===== src/rtl/alu_op_issuer.sv =====
// Command FIFO in front of an external combinational ALU. Each command is
// popped into registered ALU operands, executed for one cycle, and its result
// held in an output register until the consumer takes it.
module alu_op_issuer #(
    parameter int DEPTH = 4
) (
    input  logic        clk,
    input  logic        rst,
    input  logic        in_valid,
    output logic        in_ready,
    input  logic [5:0]  in_a,
    input  logic [5:0]  in_b,
    input  logic [1:0]  in_sel,
    output logic [5:0]  alu_a,
    output logic [5:0]  alu_b,
    output logic [1:0]  alu_sel,
    input  logic [11:0] alu_result,
    output logic        out_valid,
    input  logic        out_ready,
    output logic [11:0] out_result,
    output logic [1:0]  out_sel,
    output logic [4:0]  count,
    output logic        busy
);

    localparam int PW = (DEPTH > 1) ? $clog2(DEPTH) : 1;
    localparam logic [4:0] DEPTH_C = 5'(DEPTH);

    typedef enum logic [1:0] {IDLE, EXEC, RESP} state_t;

    state_t          state, next_state;
    logic [13:0]     mem [DEPTH];
    logic [PW-1:0]   wr_ptr, rd_ptr;
    logic [13:0]     head;
    logic            push, pop, load_out, clr_valid;

    // A full FIFO never accepts, even when a pop happens on the same edge.
    assign in_ready = (count < DEPTH_C);
    assign push     = in_valid && in_ready;
    assign head     = mem[rd_ptr];
    assign busy     = (count != 5'd0) || (state != IDLE);

    // Command storage; contents need no reset since occupancy is tracked separately.
    always_ff @(posedge clk) begin
        if (push)
            mem[wr_ptr] <= {in_sel, in_a, in_b};
    end

    // FIFO pointers and occupancy.
    always_ff @(posedge clk or posedge rst) begin
        if (rst) begin
            wr_ptr <= '0;
            rd_ptr <= '0;
            count  <= '0;
        end else begin
            if (push)
                wr_ptr <= wr_ptr + PW'(1);
            if (pop)
                rd_ptr <= rd_ptr + PW'(1);
            case ({push, pop})
                2'b10:   count <= count + 5'd1;
                2'b01:   count <= count - 5'd1;
                default: count <= count;
            endcase
        end
    end

    // State register.
    always_ff @(posedge clk or posedge rst) begin
        if (rst)
            state <= IDLE;
        else
            state <= next_state;
    end

    // Next-state logic and datapath strobes.
    always_comb begin
        next_state = state;
        pop        = 1'b0;
        load_out   = 1'b0;
        clr_valid  = 1'b0;
        case (state)
            IDLE: begin
                if (count != 5'd0) begin
                    pop        = 1'b1;
                    next_state = EXEC;
                end
            end
            EXEC: begin
                load_out   = 1'b1;
                next_state = RESP;
            end
            RESP: begin
                if (out_ready) begin
                    clr_valid = 1'b1;
                    if (count != 5'd0) begin
                        pop        = 1'b1;
                        next_state = EXEC;
                    end else begin
                        next_state = IDLE;
                    end
                end
            end
            default: next_state = IDLE;
        endcase
    end

    // ALU operand registers; they change only when a command is popped.
    always_ff @(posedge clk or posedge rst) begin
        if (rst) begin
            alu_a   <= '0;
            alu_b   <= '0;
            alu_sel <= '0;
        end else if (pop) begin
            alu_sel <= head[13:12];
            alu_a   <= head[11:6];
            alu_b   <= head[5:0];
        end
    end

    // Result capture at the end of EXEC; held until the consumer accepts.
    always_ff @(posedge clk or posedge rst) begin
        if (rst) begin
            out_result <= '0;
            out_sel    <= '0;
            out_valid  <= 1'b0;
        end else if (load_out) begin
            out_result <= alu_result;
            out_sel    <= alu_sel;
            out_valid  <= 1'b1;
        end else if (clr_valid) begin
            out_valid  <= 1'b0;
        end
    end

endmodule


===== config.mk =====
export PLATFORM = sky130hd
export DESIGN_NAME = alu_op_issuer
export DESIGN_NICKNAME = d
export VERILOG_FILES = /design/src/rtl/alu_op_issuer.sv
export SDC_FILE = /design/constraint.sdc
export NUM_CORES = 1
export LEC_CHECK = 0
export CAP_MARGIN = 20
export CORE_MARGIN = 2
export CORE_UTILIZATION = 47
export CTS_CLUSTER_SIZE = 8
export DETAILED_ROUTE_END_ITERATION = 7
export GPL_ROUTABILITY_DRIVEN = 0
export HOLD_SLACK_MARGIN = 0.15
export PLACE_DENSITY = 0.75
export SLEW_MARGIN = 20
export SYNTH_ARGS = -nofsm -noshare
export SYNTH_HDL_FRONTEND = slang
export SYNTH_SLANG_ARGS = --single-unit

===== constraint.sdc =====
create_clock -name clk -period 2.4 [get_ports clk]
set_input_delay 0.24 -clock clk [delete_from_list [all_inputs] [get_ports clk]]
set_output_delay 0.24 -clock clk [all_outputs]
set_load 0.05 [all_outputs]

==> impl_metrics.prom <==
# TYPE chip_impl_metric gauge
chip_impl_metric{name="yosysWarningCount",unit=""} 0
chip_impl_metric{name="detailed_route_wire_length",unit="um"} 6450
chip_impl_metric{name="route.detailed.wl_per_inst",unit="um"} 16.00
chip_impl_metric{name="fin_skew",unit="ns"} 0.01116
chip_impl_metric{name="drt_first_pass_iters",unit=""} 4
chip_impl_metric{name="cellInternalPower",unit="mW"} 4.467
chip_impl_metric{name="regToRegSetupSlack",unit="ns"} 0.13
chip_impl_metric{name="comb_power_share",unit="%"} 51.3
chip_impl_metric{name="netSwitchingFraction",unit="%"} 40.42
chip_impl_metric{name="critical-path-max-stage-delay",unit="ns"} 0.79
chip_impl_metric{name="die_x",unit="um"} 95.04
chip_impl_metric{name="grt_overflow_total",unit=""} 0
chip_impl_metric{name="drt_first_iter_violations",unit=""} 50
chip_impl_metric{name="detailed_place_hpwl",unit="um"} 4372
chip_impl_metric{name="drv_slew",unit=""} 0
chip_impl_metric{name="ctsLongestPathBuffers",unit=""} 2
chip_impl_metric{name="critical_path_required",unit="ns"} 2.16
chip_impl_metric{name="tritoncts.num_buffers",unit=""} 9
chip_impl_metric{name="grt_start_max_net_pins",unit=""} 19
chip_impl_metric{name="period_minus_slack",unit="ns"} 2.330
chip_impl_info{name="cts.root.buffer_cell",value="sky130_fd_sc_hd__clkbuf_8"} 1
chip_impl_info{name="min_from",value="out_ready"} 1
chip_impl_metric{name="drt_drc_violations_left",unit=""} 0
chip_impl_metric{name="drive_above_1_share",unit="%"} 30.87
chip_impl_metric{name="fmax",unit="MHz"} 429.2
chip_impl_metric{name="design_power_total",unit="mW"} 7.498
chip_impl_metric{name="power.share.clock",unit="%"} 14.5
chip_impl_metric{name="power.sequential.fraction",unit="%"} 34.2
chip_impl_metric{name="holdWs",unit="ns"} 0.4698
chip_impl_metric{name="die_area",unit="um2"} 9032
chip_impl_info{name="clock_tree_from_tritoncts",value="yes"} 1
chip_impl_metric{name="vias",unit=""} 2027
chip_impl_metric{name="die_y",unit="um"} 95.04
chip_impl_metric{name="synth_area_per_cell",unit="um2"} 18.55
chip_impl_info{name="setup.worst_path.end_class",value="output port"} 1
chip_impl_info{name="crit_path_start_kind",value="register"} 1
chip_impl_metric{name="via_count_of_the_first_global_routing_pass",unit=""} 2054
chip_impl_metric{name="mappedNetlistNets",unit=""} 249
chip_impl_metric{name="placement.setup.worst_slack",unit="ns"} -0.1290
chip_impl_metric{name="static-leakage-power",unit="nW"} 1.852
chip_impl_metric{name="clock_tree.htree_level_count",unit=""} 3
chip_impl_metric{name="r2r_cells",unit=""} 8
chip_impl_metric{name="numClockSinks",unit=""} 96
chip_impl_metric{name="cts.reportedPaths.clkPinSlew",unit="ns"} 0.10
chip_impl_metric{name="syn-cell-area",unit="um2"} 3895
chip_impl_metric{name="synth_cells",unit=""} 210
chip_impl_metric{name="worst-endpoint-arrival",unit="ns"} 2.09
chip_impl_metric{name="slew_headroom",unit="%"} 55.70
chip_impl_metric{name="syn2layout_area_growth",unit="%"} 27.82
chip_impl_metric{name="fin_crit_sh",unit="%"} 97.08
chip_impl_metric{name="yosys.cell_types.count",unit=""} 37
chip_impl_metric{name="ios",unit=""} 66
chip_impl_metric{name="buffer_ports.inserted",unit=""} 65
chip_impl_metric{name="grt_util_all_layers",unit="%"} 15.55
chip_impl_metric{name="clock_latency",unit="ns"} 0.36
chip_impl_info{name="hp-class",value="input port to register"} 1
chip_impl_metric{name="ys_ff_latch",unit=""} 96
chip_impl_metric{name="insertedDiodeCount",unit=""} 0
chip_impl_metric{name="hold_violations",unit=""} 0
chip_impl_metric{name="final_antenna_net_count",unit=""} 0
chip_impl_metric{name="switching_power",unit="mW"} 3.031
chip_impl_info{name="run_status",value="completed"} 1
chip_impl_metric{name="cap_viol_max_count",unit=""} 0
chip_impl_metric{name="peakVddDrop",unit="mV"} 0.6249
chip_impl_info{name="timing.rr.end",value="count[4]"} 1
chip_impl_info{name="crit_path_cell_trace",value="nor3_4, buf_4, clkdlybuf4s50_1"} 1
chip_impl_metric{name="timing.final.setup_violations",unit=""} 0
chip_impl_metric{name="seq_area_frac_synth",unit="%"} 68.87
chip_impl_metric{name="grt_pass1_wl",unit="um"} 10220
chip_impl_info{name="worstHoldEndpoint",value="out_valid"} 1
chip_impl_info{name="timing.setup.critical_path_class",value="register to output port"} 1
chip_impl_metric{name="floorplan.core_area",unit="um2"} 8134
chip_impl_info{name="reg2reg_from",value="state[1]"} 1
chip_impl_metric{name="whs_path_depth",unit=""} 2
chip_impl_metric{name="path_max_fanout",unit=""} 4
chip_impl_metric{name="nFillCells",unit=""} 588
chip_impl_metric{name="avgViaCountPerCell",unit=""} 5.030
chip_impl_metric{name="initial_utilization",unit="%"} 47.88
chip_impl_info{name="critPathSlowestCell",value="sky130_fd_sc_hd__clkdlybuf4s50_1"} 1
chip_impl_metric{name="cellPowerDensity",unit="nW/um2"} 1506
chip_impl_metric{name="timing_worst_slew_pin_value",unit="ns"} 0.6645
chip_impl_metric{name="worst_slack",unit="ns"} 0.06997
chip_impl_metric{name="grt_antenna_before_repair",unit=""} 0
chip_impl_metric{name="core.rowCount",unit=""} 33
chip_impl_metric{name="nNetsFinal",unit=""} 332
==> worst max-delay path by stage <==
stage | startpoint | endpoint | slack (ns) | depth (start not counted)
after global routing | count[3] | in_ready | -0.007 | 3
after CTS | count[3] | in_ready | 0.02 | 3
after detailed placement | out_ready | count[4] | -0.13 | 10
after floorplan | count[2] | count[4] | -0.35 | 8
after global placement | out_ready | count[4] | -0.04 | 10
final | count[3] | in_ready | 0.07 | 3
==> through the flow <==
stage / utilization (%) / TNS [ns] / area [um2] / std cells
after global placement: 58.28 / -0.03956 / 4741 / 384
after global routing: 61.21 / -0.009746 / 4979 / 403
final: 61.21 / 0 / 4979 / 403
after CTS: 61.01 / 0 / 4962 / 401
after floorplan: - / -0.7244 / 3940 / 210
after detailed placement: 58.28 / -0.1290 / 4741 / 384
==> cell type report <==
cell class	instances	area [um2]	area share, %
timing repair buffer	79	770.7	15.48
sequential	96	2689	54.01
tap	105	131.4	2.639
inverter	10	37.54	0.7540
clock inverter	7	87.58	1.759
multi-input combinational	97	1139	22.87
clock buffer	9	123.9	2.488
==> cells in the mapped netlist <==
cell type | instances | area, um2
sky130_fd_sc_hd__nor2b_1 | 1 | 6.260
sky130_fd_sc_hd__xnor2_1 | 3 | 26.28
sky130_fd_sc_hd__nor3_4 | 1 | 16.27
sky130_fd_sc_hd__clkbuf_1 | 2 | 7.510
sky130_fd_sc_hd__buf_6 | 2 | 22.52
sky130_fd_sc_hd__mux2_2 | 20 | 225.2
sky130_fd_sc_hd__nor2_1 | 4 | 15.01
sky130_fd_sc_hd__nand2_1 | 5 | 18.77
sky130_fd_sc_hd__a31oi_1 | 1 | 6.260
sky130_fd_sc_hd__a211oi_1 | 1 | 7.510
sky130_fd_sc_hd__nand2_4 | 1 | 11.26
sky130_fd_sc_hd__o311ai_0 | 1 | 8.760
sky130_fd_sc_hd__o21ai_0 | 5 | 25.02
sky130_fd_sc_hd__edfxtp_1 | 56 | 1682
sky130_fd_sc_hd__a21oi_1 | 1 | 5.000
sky130_fd_sc_hd__mux2_4 | 7 | 105.1
sky130_fd_sc_hd__mux2_1 | 1 | 11.26
sky130_fd_sc_hd__or2_2 | 1 | 6.260
sky130_fd_sc_hd__a221oi_4 | 1 | 26.28
sky130_fd_sc_hd__a21o_1 | 1 | 7.510
sky130_fd_sc_hd__fa_1 | 1 | 20.02
sky130_fd_sc_hd__and2_2 | 1 | 7.510
sky130_fd_sc_hd__dfrtp_1 | 40 | 1001
sky130_fd_sc_hd__mux4_2 | 14 | 315.3
sky130_fd_sc_hd__nor4b_1 | 1 | 8.760
sky130_fd_sc_hd__ha_1 | 8 | 100.1
sky130_fd_sc_hd__o22ai_1 | 1 | 6.260
sky130_fd_sc_hd__buf_12 | 2 | 40.04
sky130_fd_sc_hd__nor2_2 | 2 | 12.51
sky130_fd_sc_hd__o211ai_1 | 2 | 15.01
sky130_fd_sc_hd__buf_2 | 1 | 5.000
sky130_fd_sc_hd__a221oi_1 | 1 | 8.760
sky130_fd_sc_hd__inv_1 | 10 | 37.54
sky130_fd_sc_hd__nand3_1 | 3 | 15.01
sky130_fd_sc_hd__and3_2 | 4 | 30.03
sky130_fd_sc_hd__xor2_1 | 3 | 26.28
sky130_fd_sc_hd__or3_1 | 1 | 6.260
==> state kept, by name, summed over array words and instances (netlist names) <==
name	cells
count	5
out_sel	2
alu_a	6
out_valid	1
rd_ptr	2
mem	56
wr_ptr	2
alu_b	6
alu_sel	2
state	2
out_result	12
==> critical path, delay by kind of cell, from the launching register on <==
family	cells	cell delay [ns]
buf+inv	2	0.97
flops	1	0.45
simple gates	1	0.31
==> layer usage <==
layer | track usage (%) | routed length [um]
met1 | 18.68 | 2693
met2 | 26.30 | 3314
met3 | 3.874 | 291
met4 | 7.609 | 150
met5 | 0 | 0
==> power groups by stage <==
stage / Clock, mW / Combinational, mW / Sequential, mW
after floorplan: 0 / 1.85 / 3.52
after global placement: 0 / 3.76 / 2.60
after detailed placement: 0 / 3.84 / 2.62
after CTS: 1.12 / 3.86 / 2.58
after global routing: 1.19 / 4.11 / 2.64
final: 1.09 / 3.85 / 2.56
==> cell usage in the layout (no fill, tap or decap), drive strengths merged, types with 2 or more instances in the layout <==
cell type | Yosys | final
nand3 | 3 | 3
inv | 10 | 13
nor2 | 6 | 6
clkdlybuf4s50 | 0 | 65
ha | 8 | 8
mux4 | 14 | 14
clkbuf | 2 | 9
and3 | 4 | 4
dfrtp | 40 | 40
o211ai | 2 | 2
buf | 5 | 13
a221oi | 2 | 2
o21ai | 5 | 5
xnor2 | 3 | 3
mux2 | 28 | 28
edfxtp | 56 | 56
clkinvlp | 0 | 2
nand2 | 6 | 6
xor2 | 3 | 3
==> repair_timing <==
| item | in CTS | in global routing |
|---|---|---|
| setup buffers | 0 | 2 |
| hold buffers | 1 | 0 |
| endpoints found under the setup margin | 0 | 4 |
| endpoints found under the hold margin | 10 | 0 |
| resized for setup | 0 | 1 |
==> cells by family after synthesis <==
logic type	count (synthesis)	synth area share [%]
XOR/XNOR	6	1.349
AO/OA/AOI/OAI	15	2.988
multiplexers	42	16.86
flip-flops	96	68.87
adder cells (fa/ha/maj)	9	3.084
AND/OR/NAND/NOR	25	3.951
buffers and inverters	17	2.891
No activity file was read; power rests on OpenSTA's default activity.
